### src/rtl/series_engine.sv
// Fixed-point power-series evaluator: 1 + sum s_k * x^k / k!, iterating
// term <- term * x * (1/k) until the term drops below a threshold or the cap is hit.
module series_engine #(
  parameter int W       = 16,
  parameter int FRAC    = 8,
  parameter int N_TERMS = 16,
  parameter int CW      = $clog2(N_TERMS + 1)
) (
  input  logic          clk,
  input  logic          rst,
  input  logic          start,
  input  logic [W-1:0]  x_in,
  input  logic [W-1:0]  thr_in,
  input  logic          alt,
  output logic          busy,
  output logic          done,
  output logic [W-1:0]  result,
  output logic [CW-1:0] term_count,
  output logic          ovf
);

  localparam logic [2:0] IDLE  = 3'd0;
  localparam logic [2:0] MUL_X = 3'd1;
  localparam logic [2:0] MUL_C = 3'd2;
  localparam logic [2:0] CHECK = 3'd3;
  localparam logic [2:0] ACC   = 3'd4;
  localparam logic [2:0] DONE  = 3'd5;

  localparam logic [W-1:0] ONE = {{(W-1){1'b0}}, 1'b1} << FRAC;

  logic [2:0]    state;
  logic [W-1:0]  x_r, thr_r, term, ans;
  logic          alt_r, ovf_run;
  logic [CW-1:0] k;

  // Reciprocal ROM indexed directly by k; out-of-range slots read as zero.
  logic [W-1:0] coef_rom [0:(1<<CW)-1];
  for (genvar g = 0; g < (1 << CW); g++) begin : g_rom
    if (g >= 1 && g <= N_TERMS) begin : g_val
      assign coef_rom[g] = W'((2 ** FRAC) / g);
    end else begin : g_zero
      assign coef_rom[g] = '0;
    end
  end

  logic [2*W-1:0] prod_x, prod_c;
  logic [W:0]     sum;
  logic           add_mode, acc_sat;
  logic [W-1:0]   ans_next;

  always_comb begin
    prod_x   = {{W{1'b0}}, term} * {{W{1'b0}}, x_r};
    prod_c   = {{W{1'b0}}, term} * {{W{1'b0}}, coef_rom[k]};
    sum      = {1'b0, ans} + {1'b0, term};
    add_mode = !alt_r || !k[0];
    acc_sat  = 1'b0;
    ans_next = ans;
    if (add_mode) begin
      acc_sat  = sum[W];
      ans_next = sum[W] ? '1 : sum[W-1:0];
    end else begin
      acc_sat  = term > ans;
      ans_next = (term > ans) ? '0 : ans - term;
    end
  end

  logic unused_bits;
  assign unused_bits = ^{prod_c[2*W-1:W+FRAC], prod_c[FRAC-1:0], prod_x[FRAC-1:0]};

  // Results are registered on entry to DONE so they are valid while done is high.
  always_ff @(posedge clk) begin
    if (rst) begin
      state      <= IDLE;
      x_r        <= '0;
      thr_r      <= '0;
      alt_r      <= 1'b0;
      term       <= '0;
      ans        <= '0;
      k          <= '0;
      ovf_run    <= 1'b0;
      busy       <= 1'b0;
      done       <= 1'b0;
      result     <= '0;
      term_count <= '0;
      ovf        <= 1'b0;
    end else begin
      done <= 1'b0;
      case (state)
        IDLE: begin
          if (start) begin
            x_r     <= x_in;
            thr_r   <= thr_in;
            alt_r   <= alt;
            term    <= ONE;
            ans     <= ONE;
            k       <= CW'(1);
            ovf_run <= 1'b0;
            busy    <= 1'b1;
            state   <= MUL_X;
          end
        end
        MUL_X: begin
          if (|prod_x[2*W-1:W+FRAC]) begin
            term    <= '1;
            ovf_run <= 1'b1;
          end else begin
            term <= prod_x[W+FRAC-1:FRAC];
          end
          state <= MUL_C;
        end
        MUL_C: begin
          term  <= prod_c[W+FRAC-1:FRAC];
          state <= CHECK;
        end
        CHECK: begin
          if (term < thr_r) begin
            done       <= 1'b1;
            result     <= ans;
            term_count <= k - CW'(1);
            ovf        <= ovf_run;
            state      <= DONE;
          end else begin
            state <= ACC;
          end
        end
        ACC: begin
          ans     <= ans_next;
          ovf_run <= ovf_run | acc_sat;
          k       <= k + CW'(1);
          if (k == CW'(N_TERMS)) begin
            done       <= 1'b1;
            result     <= ans_next;
            term_count <= k;
            ovf        <= ovf_run | acc_sat;
            state      <= DONE;
          end else begin
            state <= MUL_X;
          end
        end
        DONE: begin
          busy  <= 1'b0;
          state <= IDLE;
        end
        default: state <= IDLE;
      endcase
    end
  end

endmodule

### config.mk
export PLATFORM = sky130hd
export DESIGN_NAME = series_engine
export DESIGN_NICKNAME = d
export VERILOG_FILES = /design/src/rtl/series_engine.sv
export SDC_FILE = /design/constraint.sdc
export NUM_CORES = 1
export LEC_CHECK = 0
export ABC_AREA = 0
export CORE_MARGIN = 2
export CORE_UTILIZATION = 59
export DETAILED_ROUTE_END_ITERATION = 10
export GPL_ROUTABILITY_DRIVEN = 0
export PLACE_DENSITY = 0.8
export SYNTH_ARGS = -nofsm -noshare
export SYNTH_HDL_FRONTEND = slang
export SYNTH_SLANG_ARGS = --single-unit
### constraint.sdc
create_clock -name clk -period 6.34 [get_ports clk]
set_input_delay 1.585 -clock clk [delete_from_list [all_inputs] [get_ports clk]]
set_output_delay 1.585 -clock clk [all_outputs]
set_load 0.05 [all_outputs]
* After elaboration in Yosys (flattened, before gate mapping)
Memory sizes are Yosys's and may differ from the RTL's.
Cells that the tools add are included.
** Storage, ports and cells
- Register bits :: 98
- Bits in read-only memories :: 512
- Input port bits :: 36
- Output and inout port bits :: 24
- Logic and storage cells :: 84
- Memories kept :: 1
** Memory list
- (name not given) :: words 32, width 16, rd ports 1, clocked after memory_dff 0, write ports 0, line 53 : prod_c = {{W{1'b0}}, term} * {{W{1'b0}}, coef_rom[k]};
** Cells by class
- Add/subtract/negate cells :: 4
- Multipliers :: 2
- Order comparisons :: 3
- Equality and inequality tests :: 10
- Muxes and demuxes :: 33
- Bitwise logic cells :: 2
- Reduce and logical (&&, ||, !) cells :: 16
** Operators with widths (count)
- $mux W16 :: 9
- $pmux W16 S2 :: 2
- $pmux W16 S3 :: 1
- $mul A16 B16 Y32 :: 1
- $mul A16 B16 Y24 :: 1
- $pmux W5 S2 :: 2
- $add A16 B16 Y17 :: 1
- $gt A16 B16 Y1 :: 1
- $lt A16 B16 Y1 :: 1
- $sub A16 B16 Y16 :: 1
- $mux W5 :: 3
- $pmux W3 S5 :: 1
- $mux W1 :: 9
- $ne A2 B2 Y1 const B :: 4
- $reduce_and A2 Y1 :: 4
- $reduce_or A8 Y1 :: 1
- $eq A3 B2 Y1 const B :: 2
- $eq A3 B3 Y1 const B :: 2
- $ge A6 B6 Y1 const B :: 1
- $mux W3 :: 2
- $not A5 Y6 :: 1
- $pmux W1 S2 :: 3
- $reduce_and A3 Y1 :: 2
- $reduce_bool A2 Y1 :: 3
- 10 further kinds :: 12

* Depth between registers and ports, before layout
Gate-level depths: netlist of run 1.
- Depth after elaboration :: 6
- Gate-level depth with buffers :: 28
- Mapped depth without buffers :: 28

* Least setup slack after synthesis of run 1
Ideal clock, no wire load.
- Path kind :: register to register
- Start :: register k[0]
- End :: register term[14]
- Library setup time :: 0.081 ns
- Arrival time :: 6.522 ns
- Required time :: 6.259 ns
- Setup slack :: -0.263 ns
- Cell stages (with the launch flop) :: 26
- Path buffers :: 2
- Period minus slack after synthesis :: 6.603 ns
- Cell sequence :: dfxtp_1 ha_1 clkbuf_1 nor2_1 a211oi_1 clkbuf_1 nand2_1 fa_1 fa_1 inv_1 ha_1 inv_1 fa_1 fa_1 inv_1 fa_1 ha_1 and3_1 o211ai_1 o41ai_1 o2111ai_1 a21o_1 nand3_1 nand2_1 or3_1 a41oi_1
** Between the ends
- Cells in the longest elaborated chain, start to end :: 6
** Ends and longest elaborated chain
- start: declaration :: line 34 : logic [CW-1:0] k;
- start signal: assignment :: line 129 : k <= k + CW'(1);
- $not A5 Y6 (not written as such) :: line 53
- $mem_v2 Z32 W16
- $mux W16 (not written as such) (2 in series) :: line 53
- $mul A16 B16 Y24 :: line 53
- $pmux W16 S3 :: line 88 : case (state)
- end signal: assignment :: line 107 : term <= prod_x[W+FRAC-1:FRAC];
- end signal: assignment :: line 112 : term <= prod_c[W+FRAC-1:FRAC];
- end: declaration :: line 32 : logic [W-1:0] x_r, thr_r, term, ans;
Every way passes these cells. The select of a mux whose other input is x is not followed.
A chain may end at the register's enable or synchronous reset.

* Final worst setup path of run 1
- Start :: register k[0]
- End :: register term[11]
The elaborated chain is that of the path after synthesis.

==> results.py, run 1 <==
metrics = {
    "hold_path": {
        "hp-class": "reg -> reg",
    },
    "clock_network": {
        "worstSkewPairLatency_ps": 370,
        "ctsHoldBuffers": 0,
        "cts_max_level": 3,
        "cts_tree": "built",
        "cts-root-buf": "clkbuf_16",
        "cts.reportedPaths.clkPinSlew_ps": 80,
        "numCtsBuffers": 9,
        "clock_path_buffers": 2,
        "cts_sinks": 98,
    },
    "setup_path": {
        "startpoint_type": "flip-flop",
        "worstPathRequired_ps": 6620,
        "crit_slowest_cell": "fa_1",
        "path_max_fanout": 5,
        "cp-end-kind": "flip-flop",
        "path_class": "reg -> reg",
        "worstPathArrival_ps": 7070,
        "slowest_delay_ps": 520,
        "cpMostUsedCell": "fa_1",
    },
    "job": {
        "max_cap_viol_count": 0,
    },
    "grt": {
        "overflow": 0,
        "antenna_found_initial": 1,
        "grt_max_degree": 65,
        "grt_pass1_wl_um": 97070,
        "grt_pass1_vias": 19290,
        "grtUsageTotal_pct": 34.61,
    },
    "placed_design": {
        "io_buffers": 59,
        "place_inst": 3018,
        "post-dp-hpwl_um": 46270,
    },
    "layout": {
        "layout.nets": 3192,
        "layout-drive-gt1-share_pct": 17.18,
        "nFillCells": 2253,
        "final_util_pct": 71.78,
        "final_cells": 3069,
        "syn_to_final_growth_pct": 20.96,
    },
    "sta": {
        "setup_violations": 17,
        "skew_ps": 13.71,
        "period_needed_ps": 6786,
        "fin_crit_sh_pct": 107.0,
        "tns_ps": -5902,
        "fin_ws_ps": -446.3,
        "max_freq_mhz": 147.4,
        "rsz0062_at_grt": "true",
        "maxSlewViolCount": 0,
        "hold_viol": 0,
        "tightest_slew_ps": 1317,
        "relSlewSlack_pct": 12.22,
    },
    "logic_synthesis": {
        "syn_nets": 2982,
        "muxShareOfSynthArea_pct": 0.4118,
        "synthXorXnorAreaFrac_pct": 1.996,
        "synth_ff_type": "dfxtp_1",
        "synth_top_family_by_area": "adder cells",
        "synth_cell_type_count": 72,
        "synth-async-reset-ratio_pct": 0,
        "synth.cell_area_um2": 19750,
        "avgSynthCellArea_um2": 8.212,
        "yosys.area_share.simple_pct": 17.76,
        "synth-seq-cells": 98,
        "synth-edff-count": 0,
        "synth-warning-count": 0,
        "synth-compound-area-share_pct": 13.56,
        "synthAdderAreaFrac_pct": 45.26,
        "yosysSeqAreaShare_pct": 9.933,
        "syn_inst": 2405,
    },
    "die": {
        "ios": 60,
        "start_util_pct": 59.34,
        "die_h_um": 187.0,
        "die_area_um2": 34950,
        "num_rows": 67,
        "coreArea_um2": 33280,
        "die_w_um": 187.0,
    },
    "drt": {
        "drt-total-wl_um": 62590,
        "dr.pass1.iters": 11,
        "vias": 18570,
        "drcViolationCount": 0,
        "drtIter0Drc": 1993,
        "routedWlPerCell_um": 20.39,
        "routed_via_density": 6.050,
        "ant_nets": 0,
    },
    "outcome": {
        "violations": "negative setup slack",
        "outcome": "finished with violations",
    },
    "pwr": {
        "peakVddDrop_uv": 141.0,
        "p_leak_nw": 11.72,
        "p_per_area_nw_per_um2": 151.4,
    },
}
-- Yosys cell counts, types with 11 or more instances --
cell / count / share of area (%)
nor2b_1: 12 / 0.38
and3_1: 11 / 0.35
a21o_1: 29 / 1.1
o21bai_1: 12 / 0.46
nor3_1: 42 / 1.1
a211oi_1: 15 / 0.57
nand2_1: 317 / 6.0
fa_1: 289 / 29
clkbuf_1: 118 / 2.2
dfxtp_1: 98 / 9.9
xnor2_1: 36 / 1.6
a21oi_1: 160 / 4.1
a31oi_1: 16 / 0.51
o21a_1: 14 / 0.53
o31ai_1: 16 / 0.61
nand4_1: 11 / 0.35
nor4_1: 18 / 0.57
and2_1: 186 / 5.9
nor2_1: 73 / 1.4
o21ai_0: 41 / 1.0
a311oi_1: 18 / 0.80
nand3_1: 16 / 0.41
a221oi_1: 11 / 0.49
ha_1: 252 / 16
inv_1: 455 / 8.6
-- cells in the final DEF (no fill, tap or decap), types with 7 or more instances in the layout --
| cell type | count |
|---|---|
| inv_1 | 444 |
| nand2_1 | 313 |
| fa_1 | 285 |
| buf_4 | 241 |
| ha_1 | 228 |
| and2_1 | 185 |
| a21oi_1 | 142 |
| dfxtp_1 | 72 |
| nor2_1 | 70 |
| clkdlybuf4s50_1 | 58 |
| o21ai_0 | 39 |
| xnor2_1 | 35 |
| nor3_1 | 29 |
| a21o_1 | 28 |
| ha_4 | 22 |
| buf_6 | 19 |
| a311oi_1 | 17 |
| dfxtp_2 | 17 |
| nor4_1 | 16 |
| a21oi_2 | 15 |
| a211oi_1 | 14 |
| o21a_1 | 14 |
| o21bai_1 | 12 |
| nor2b_1 | 11 |
| nand4_1 | 11 |
| a31oi_1 | 11 |
| nand3_1 | 11 |
| o21ai_1 | 10 |
| o211ai_1 | 10 |
| and3_1 | 10 |
| nor3_2 | 9 |
| inv_2 | 9 |
| xor2_1 | 9 |
| clkbuf_16 | 9 |
| dfxtp_4 | 9 |
| a221oi_1 | 7 |
| buf_12 | 7 |
-- cell families after synthesis --
family          Yosys count
compound gates          409
xor+xnor                 45
fa+ha+maj               541
buf+inv                 581
flops                    98
mux                       8
simple gates            723
-- per-layer routing --
metal  vias to the layer above  global-route usage, %  wire (um)
met5                         -                      0          0
met2                      1110                  59.91      30310
li1                       8134                      -          -
met3                       384                  5.553       5448
met1                      8938                  40.40      21700
met4                         0                  21.09       5126
-- cell type report --
| cell class | instances | area [um2] | area share, % |
|---|---|---|---|
| multi-input cells | 1726 | 16550 | 69.28 |
| repair buffers | 325 | 2744 | 11.49 |
| well taps | 448 | 560.5 | 2.346 |
| clock inverters | 6 | 57.56 | 0.2409 |
| flip-flops and latches | 98 | 2017 | 8.443 |
| inverters | 455 | 1718 | 7.191 |
| diodes | 1 | 2.502 | 0.01048 |
| clock buffers | 10 | 239.0 | 1.000 |
-- critical path: cells and delay by family, from the launching register on --
family          cells  cell delay (ps)
fa+ha+maj           9             3120
buf+inv             9              900
simple gates        4              870
flops               1              420
compound gates      8             1360
-- stage by stage --
step	setup slack, ps	cell area (um2)	power, W	hold WS (ps)
CTS	-253.1	23330	0.003413	461.2
detailed placement	-643.0	22290	0.002731	449.4
global placement	-479.9	22290	0.002664	445.3
global route	-645.5	23890	0.003791	475.5
floorplan	6.303	19830	0.001937	436.3
finish	-446.3	23890	0.003618	462.3
-- flip-flops by register name (all words and copies together) (netlist names) --
signal,flops
x_r,16
done,1
ovf,1
state,3
busy,1
ans,16
result,16
ovf_run,1
term_count,5
alt_r,1
k,5
term,16
thr_r,16
-- repair_timing --
item,4_1_cts,5_1_grt
endpoints found under the setup margin,17,17
buffers inserted,23,16
resized for setup,118,93
pin swaps,44,27
-- worst paths after layout --
check | startpoint | end | slack, ps | depth (start not counted)
max reg2reg | k[0] | term[11] | -450 | 30
max | k[0] | term[11] | -450 | 30
min reg2reg | thr_r[3] | thr_r[3] | 460 | 2
min | thr_r[3] | thr_r[3] | 460 | 2
-- power breakdown --
group / internal (W) / switching [W]
clock network: 0.000287 / 0.000295
registers: 0.000685 / 0.000123
logic: 0.000882 / 0.00135
(Power assumes the default switching activity.)
==> inputs of run 2 (changes only) <==
--- a/config.mk
+++ b/config.mk
@@ -8,8 +8,10 @@
 export ABC_AREA = 0
 export CORE_MARGIN = 2
 export CORE_UTILIZATION = 59
+export CTS_CLUSTER_SIZE = 40
 export DETAILED_ROUTE_END_ITERATION = 10
 export GPL_ROUTABILITY_DRIVEN = 0
+export HOLD_SLACK_MARGIN = 0.12
 export PLACE_DENSITY = 0.8
 export SYNTH_ARGS = -nofsm -noshare
 export SYNTH_HDL_FRONTEND = slang
==> results of run 2 <==
No change in the layout: final DEF, timing and power equal those of run 1.
